`src/rtl/alu_seq.sv`:
```
// ---------------------------------------------------------------------------
// alu_seq -- registered, parametrised ALU with valid/ready on both sides.
//
// Commands (opcode + two operands) are accepted in IDLE. Logic, add,
// subtract and shift results are registered on the accept edge, and the
// block moves straight to DONE. MUL iterates in EXEC for G_N_BIT cycles
// (shift-add) before it reaches DONE. DONE presents a 2*G_N_BIT-bit result
// and holds it until the consumer takes it.
//
// Handshake semantics (both sides): a transfer happens on a rising edge
// where valid && ready are both high. A valid is never withdrawn before its
// transfer. o_ready and o_valid are decoded only from the state register,
// so there is no combinational path from any input to them.
//
// Configuration macro: ALU_MUL_EN
//   defined   : opcode 111 runs the shift-add multiplier; o_err stays 0.
//   undefined : there is no multiplier datapath. Opcode 111 completes in one
//               cycle with o_res=0, o_zero=1, o_err=1.
//
// Ports:
//   i_clk    clock, rising edge
//   i_rst    synchronous active-high reset
//   i_valid  command valid
//   o_ready  block can accept a command (IDLE)
//   i_op     000 ADD, 001 SUB, 010 AND, 011 OR, 100 XOR, 101 SLL,
//            110 SRL, 111 MUL
//   i_s1     operand A
//   i_s2     operand B. Shifts use only its $clog2(G_N_BIT) LSBs.
//   o_valid  result valid (DONE)
//   i_ready  consumer accepts the result
//   o_res    2*G_N_BIT result
//   o_zero   low G_N_BIT bits of o_res are zero
//   o_err    unsupported opcode
// ---------------------------------------------------------------------------
module alu_seq #(
   parameter int G_N_BIT = 8
) (
   input  logic                   i_clk,
   input  logic                   i_rst,
   input  logic                   i_valid,
   output logic                   o_ready,
   input  logic [2:0]             i_op,
   input  logic [G_N_BIT-1:0]     i_s1,
   input  logic [G_N_BIT-1:0]     i_s2,
   output logic                   o_valid,
   input  logic                   i_ready,
   output logic [2*G_N_BIT-1:0]   o_res,
   output logic                   o_zero,
   output logic                   o_err
);

   localparam int W  = 2 * G_N_BIT;
   localparam int SW = $clog2(G_N_BIT);

   localparam logic [2:0] OP_ADD = 3'b000;
   localparam logic [2:0] OP_SUB = 3'b001;
   localparam logic [2:0] OP_AND = 3'b010;
   localparam logic [2:0] OP_OR  = 3'b011;
   localparam logic [2:0] OP_XOR = 3'b100;
   localparam logic [2:0] OP_SLL = 3'b101;
   localparam logic [2:0] OP_SRL = 3'b110;
   localparam logic [2:0] OP_MUL = 3'b111;

   typedef enum logic [1:0] {
      S_IDLE = 2'd0,
      S_EXEC = 2'd1,
      S_DONE = 2'd2
   } state_t;

   state_t           state_q, state_d;
   logic [W-1:0]     res_q, res_d;
   logic             zero_q, zero_d;
   logic             err_q, err_d;

   logic             accept;
   logic             is_mul;
   logic             mul_last;
   logic [W-1:0]     res_calc;
   logic             err_calc;
   logic [G_N_BIT:0] sum;
   logic [G_N_BIT:0] diff;
   logic [SW-1:0]    shamt;

`ifdef ALU_MUL_EN
   localparam int CW = SW + 1;
   logic [CW-1:0]      cnt_q, cnt_d;
   logic [W-1:0]       acc_q, acc_d;
   logic [W-1:0]       mcand_q, mcand_d;
   logic [G_N_BIT-1:0] mplier_q, mplier_d;
   logic [W-1:0]       acc_next;
`endif

   assign accept = (state_q == S_IDLE) && i_valid;
   assign is_mul = (i_op == OP_MUL);

   // ---------------- state register (plus datapath registers) -------------
   always_ff @(posedge i_clk) begin
      if (i_rst) begin
         state_q  <= S_IDLE;
         res_q    <= '0;
         zero_q   <= 1'b0;
         err_q    <= 1'b0;
`ifdef ALU_MUL_EN
         cnt_q    <= '0;
         acc_q    <= '0;
         mcand_q  <= '0;
         mplier_q <= '0;
`endif
      end else begin
         state_q  <= state_d;
         res_q    <= res_d;
         zero_q   <= zero_d;
         err_q    <= err_d;
`ifdef ALU_MUL_EN
         cnt_q    <= cnt_d;
         acc_q    <= acc_d;
         mcand_q  <= mcand_d;
         mplier_q <= mplier_d;
`endif
      end
   end

   // ---------------- next-state logic --------------------------------------
   always_comb begin
      state_d = state_q;
      case (state_q)
         S_IDLE: begin
            if (i_valid) begin
`ifdef ALU_MUL_EN
               state_d = is_mul ? S_EXEC : S_DONE;
`else
               state_d = S_DONE;
`endif
            end
         end
         S_EXEC: if (mul_last) state_d = S_DONE;
         S_DONE: if (i_ready)  state_d = S_IDLE;
         default: state_d = S_IDLE;
      endcase
   end

   // ---------------- output decode -----------------------------------------
   always_comb begin
      o_ready = (state_q == S_IDLE);
      o_valid = (state_q == S_DONE);
      o_res   = res_q;
      o_zero  = zero_q;
      o_err   = err_q;
   end

   // ---------------- single-cycle result -----------------------------------
   // The N+1-bit unsigned add or subtract puts the carry or borrow in bit N.
   // For the subtract, bit N is set exactly when s1 < s2.
   always_comb begin
      sum      = {1'b0, i_s1} + {1'b0, i_s2};
      diff     = {1'b0, i_s1} - {1'b0, i_s2};
      shamt    = i_s2[SW-1:0];
      res_calc = '0;
      err_calc = 1'b0;
      case (i_op)
         OP_ADD: res_calc[G_N_BIT:0]   = sum;
         OP_SUB: res_calc[G_N_BIT:0]   = diff;
         OP_AND: res_calc[G_N_BIT-1:0] = i_s1 & i_s2;
         OP_OR:  res_calc[G_N_BIT-1:0] = i_s1 | i_s2;
         OP_XOR: res_calc[G_N_BIT-1:0] = i_s1 ^ i_s2;
         OP_SLL: res_calc[G_N_BIT-1:0] = i_s1 << shamt;
         OP_SRL: res_calc[G_N_BIT-1:0] = i_s1 >> shamt;
`ifdef ALU_MUL_EN
         default: res_calc = '0;  // MUL result comes from the iterator
`else
         default: err_calc = 1'b1; // MUL is not built: report it as an error
`endif
      endcase
   end

   // ---------------- register next values ----------------------------------
   always_comb begin
      res_d    = res_q;
      zero_d   = zero_q;
      err_d    = err_q;
      mul_last = 1'b0;
`ifdef ALU_MUL_EN
      cnt_d    = cnt_q;
      acc_d    = acc_q;
      mcand_d  = mcand_q;
      mplier_d = mplier_q;
      // Add the multiplicand, shifted to the weight of the current
      // multiplier bit.
      acc_next = acc_q + (mplier_q[cnt_q[SW-1:0]] ? (mcand_q << cnt_q) : '0);

      if (accept && is_mul) begin
         mcand_d  = {{G_N_BIT{1'b0}}, i_s1};
         mplier_d = i_s2;
         acc_d    = '0;
         cnt_d    = '0;
         err_d    = 1'b0;
      end else if (accept) begin
         res_d  = res_calc;
         zero_d = (res_calc[G_N_BIT-1:0] == '0);
         err_d  = err_calc;
      end

      if (state_q == S_EXEC) begin
         acc_d = acc_next;
         cnt_d = cnt_q + 1'b1;
         if (cnt_q == CW'(G_N_BIT - 1)) begin
            mul_last = 1'b1;
            cnt_d    = '0;
            res_d    = acc_next;
            zero_d   = (acc_next[G_N_BIT-1:0] == '0);
         end
      end
`else
      if (accept) begin
         res_d  = res_calc;
         zero_d = (res_calc[G_N_BIT-1:0] == '0);
         err_d  = err_calc;
      end
`endif
   end

endmodule

```
`config.mk`:
```
export PLATFORM = sky130hd
export DESIGN_NAME = alu_seq
export DESIGN_NICKNAME = d
export VERILOG_FILES = /design/src/rtl/alu_seq.sv
export SDC_FILE = /design/constraint.sdc
export NUM_CORES = 1
export LEC_CHECK = 0
export CORE_ASPECT_RATIO = 1.4
export CORE_UTILIZATION = 30
export DETAILED_ROUTE_END_ITERATION = 8
export PLACE_DENSITY_LB_ADDON = 0.15
export REMOVE_ABC_BUFFERS = 1
export SYNTH_ARGS = -nofsm -noshare
export SYNTH_HDL_FRONTEND = slang
export SYNTH_SLANG_ARGS = --single-unit
export TNS_END_PERCENT = 30
```
`constraint.sdc`:
```
create_clock -name i_clk -period 6.15 [get_ports i_clk]
set_input_delay 1.23 -clock i_clk [delete_from_list [all_inputs] [get_ports i_clk]]
set_output_delay 1.23 -clock i_clk [all_outputs]
set_load 0.02 [all_outputs]
```
==> metrics.yaml <==
status: "finished clean"
area_growth_pct: 21.1
holdBufCountCts: 0
cp_max_fo: 18
finalHoldViolCount: 0
irDropWorstVdd_uv: 45.5
min-delay-start: "o_err$_SDFFE_PP0P_"
viasPerCell: 5.30
use_met2_pct: 30.9
synthDominantCellAreaShare_pct: 14.7
rsz0062_at_grt: "false"
die-area_um2: 7460
synth.cell_area_um2: 2130
grt_overflow: 0
wl_per_cell_um: 15.6
drt-initial-drc-count: 93
startpoint_type: "input pin"
finalCritPeriodShare_pct: 66.8
setup-violations-final: 0
core_um2: 6940
ys_types: 60
worstHoldPathType: "reg -> reg"
clk_pin_slew_ps: 50
synthMuxAreaShare_pct: 13.3
synthArstFlopShare_pct: 0
synthAdderAreaFrac_pct: 16.5
portBuffers: 35
gp_congestion: 0.959
synth-simple-area-share_pct: 23.7
clk_latency_ps: 240
min_path_cells: 2
synth-edff-count: 0
top_usage_layer: "met2"
routed_wl_um: 6100
whs_ps: 451
cts_tree: "done"
grt_first_pass_wirelength_um: 9780
crit_start: "i_s2[0]"
avgSynthCellArea_um2: 7.87
synth.top_cells.by_count: "ha_1, inv_1, nor2_1"
die_x_um: 73.3
grt_use_total_pct: 17.1
num_vias: 2071
tightest_slew_ps: 1040
clock-root-buffer: "clkbuf_8"
synth_top_family_by_area: "simple AND/OR/NAND/NOR gates"
ff2ff_path_depth: 7
cts_setup_buffers: 0
yosysSeqAreaShare_pct: 11.3
first_global_vias: 1905
leakagePower_nw: 1.06
post-route-util_pct: 37.2
synth_flop_cell: "dfxtp_1"
die-height_um: 102
grt_antenna_before_repair: 0
finClkSkew_ps: 3.07
diodes: 0
relSlewSlack_pct: 29.8
yosysMostFrequentCell: "ha_1"
gr-usage-met3_pct: 1.19
r2r-end: "o_zero$_SDFFE_PP0P_"
cts.path.max_buffers: 2
cts-htree-levels: 1
rows: 36
synth-warning-count: 0
use_met1_pct: 21.2
nets: 347
grt_max_degree: 23
end_kind: "flip-flop"
critPathRequiredTime_ps: 6340
slew_violations: 0
p_per_area_nw_per_um2: 137
initial_utilization_pct: 30.8
synth-seq-cells: 12
rr_startpoint: "state_q[1]$_SDFFE_PP0P_"
ioPinCount: 43
cts_made_buffers: 3
dp_hpwl_um: 4810
drc: 0
timing_worst_setup_path_type: "in -> reg"
synth-compound-area-share_pct: 23.6
regToRegSetupSlack_ps: 4390
holdPathEnd: "o_err$_SDFFE_PP0P_"
layout_min_cycle_time_ps: 4110
arrival_ps: 4300
cts_resized: 0
clock.fmax_mhz: 243
drv_cap: 0
drtPass1Iterations: 4
tns_ps: 0
cts.sinks: 12
synthCells: 271
synth.largest_area_cell: "ha_1"
antenna_left: 0
layout-drive-gt1-share_pct: 8.45
synth_xor_area_share_pct: 0.821
synth.top_cells.by_area: "ha_1, dfxtp_1, mux4_2"
-- power breakdown --
| part | internal (mW) | leakage [nW] | switching, mW | total [mW] |
|---|---|---|---|---|
| Combinational | 0.0808 | 0.933 | 0.101 | 0.181 |
| Sequential | 0.0841 | 0.0990 | 0.00304 | 0.0871 |
| Clock | 0.0565 | 0.0288 | 0.0293 | 0.0858 |
| Total | 0.221 | 1.06 | 0.133 | 0.354 |
-- sequential cells by signal, indices dropped and copies added, names as in the netlist --
register / flops
o_res: 9
o_err: 1
o_zero: 1
state_q: 1
-- cell families (layout without fill, tap and decap cells) --
logic type	after synthesis	in the layout
simple gates	93	93
compound gates	68	68
buf+inv	50	69
fa+ha+maj	27	27
mux	18	18
flops	12	12
xor+xnor	2	2
other cells	1	7
-- worst max-delay path by stage --
stage               cells after the start                  end  slack (ps)
finish                                 11  o_zero$_SDFFE_PP0P_        2040
CTS                                    11  o_zero$_SDFFE_PP0P_        1990
detailed placement                     11  o_zero$_SDFFE_PP0P_        1740
global placement                       11  o_zero$_SDFFE_PP0P_        1780
global route                           10  o_zero$_SDFFE_PP0P_        1790
floorplan                               9  o_zero$_SDFFE_PP0P_        2780
-- stage by stage --
step	power, mW	std cells	area [um2]	worst slack [ps]
final	0.354	391	2580	2040
after global routing	0.381	391	2580	1790
after CTS	0.358	391	2580	1990
after detailed placement	0.270	387	2530	1740
after global placement	0.271	387	2530	1780
after floorplan	0.198	252	2020	2780
-- critical path, cell delays in order --
cell,delay (ps)
clkdlybuf4s50_1,390
buf_4,220
ha_1,270
fa_1,430
a21oi_1,180
o21bai_1,130
a221o_1,360
a2111oi_1,530
inv_1,80
nor4_1,300
a31o_1,180
-- area by class of cell --
type	count	area (um2)
Clock buffer	4	55.1
Sequential cell	12	240
Fill cell	760	4350
Multi-Input combinational cell	215	1690
Inverter	25	93.8
Tap cell	95	119
Timing Repair Buffer	40	388
-- per-layer routing --
layer | up-vias | share of wire (%)
met5 | - | 0
met4 | 0 | 1.4
met3 | 6 | 2.4
met2 | 52 | 53
met1 | 979 | 43
li1 | 1034 | -
-- cells in the final DEF (no fill, tap or decap), types with 3 or more instances in the layout --
master	count
a211oi_1	8
a21o_1	3
a21oi_1	13
a22oi_1	3
buf_4	5
clkbuf_8	4
clkdlybuf4s50_1	35
conb_1	7
dfxtp_1	12
ha_1	25
inv_1	23
mux2i_1	8
mux4_2	8
nand2_1	16
nand2b_1	4
nand3_1	8
nand3b_1	3
nand4_1	4
nor2_1	21
nor2b_1	7
nor3_1	9
nor4_1	3
o211ai_1	3
o21ai_0	6
o21bai_1	4
o22ai_1	5
or3_1	7
No activity file was read; power rests on OpenSTA's default activity.
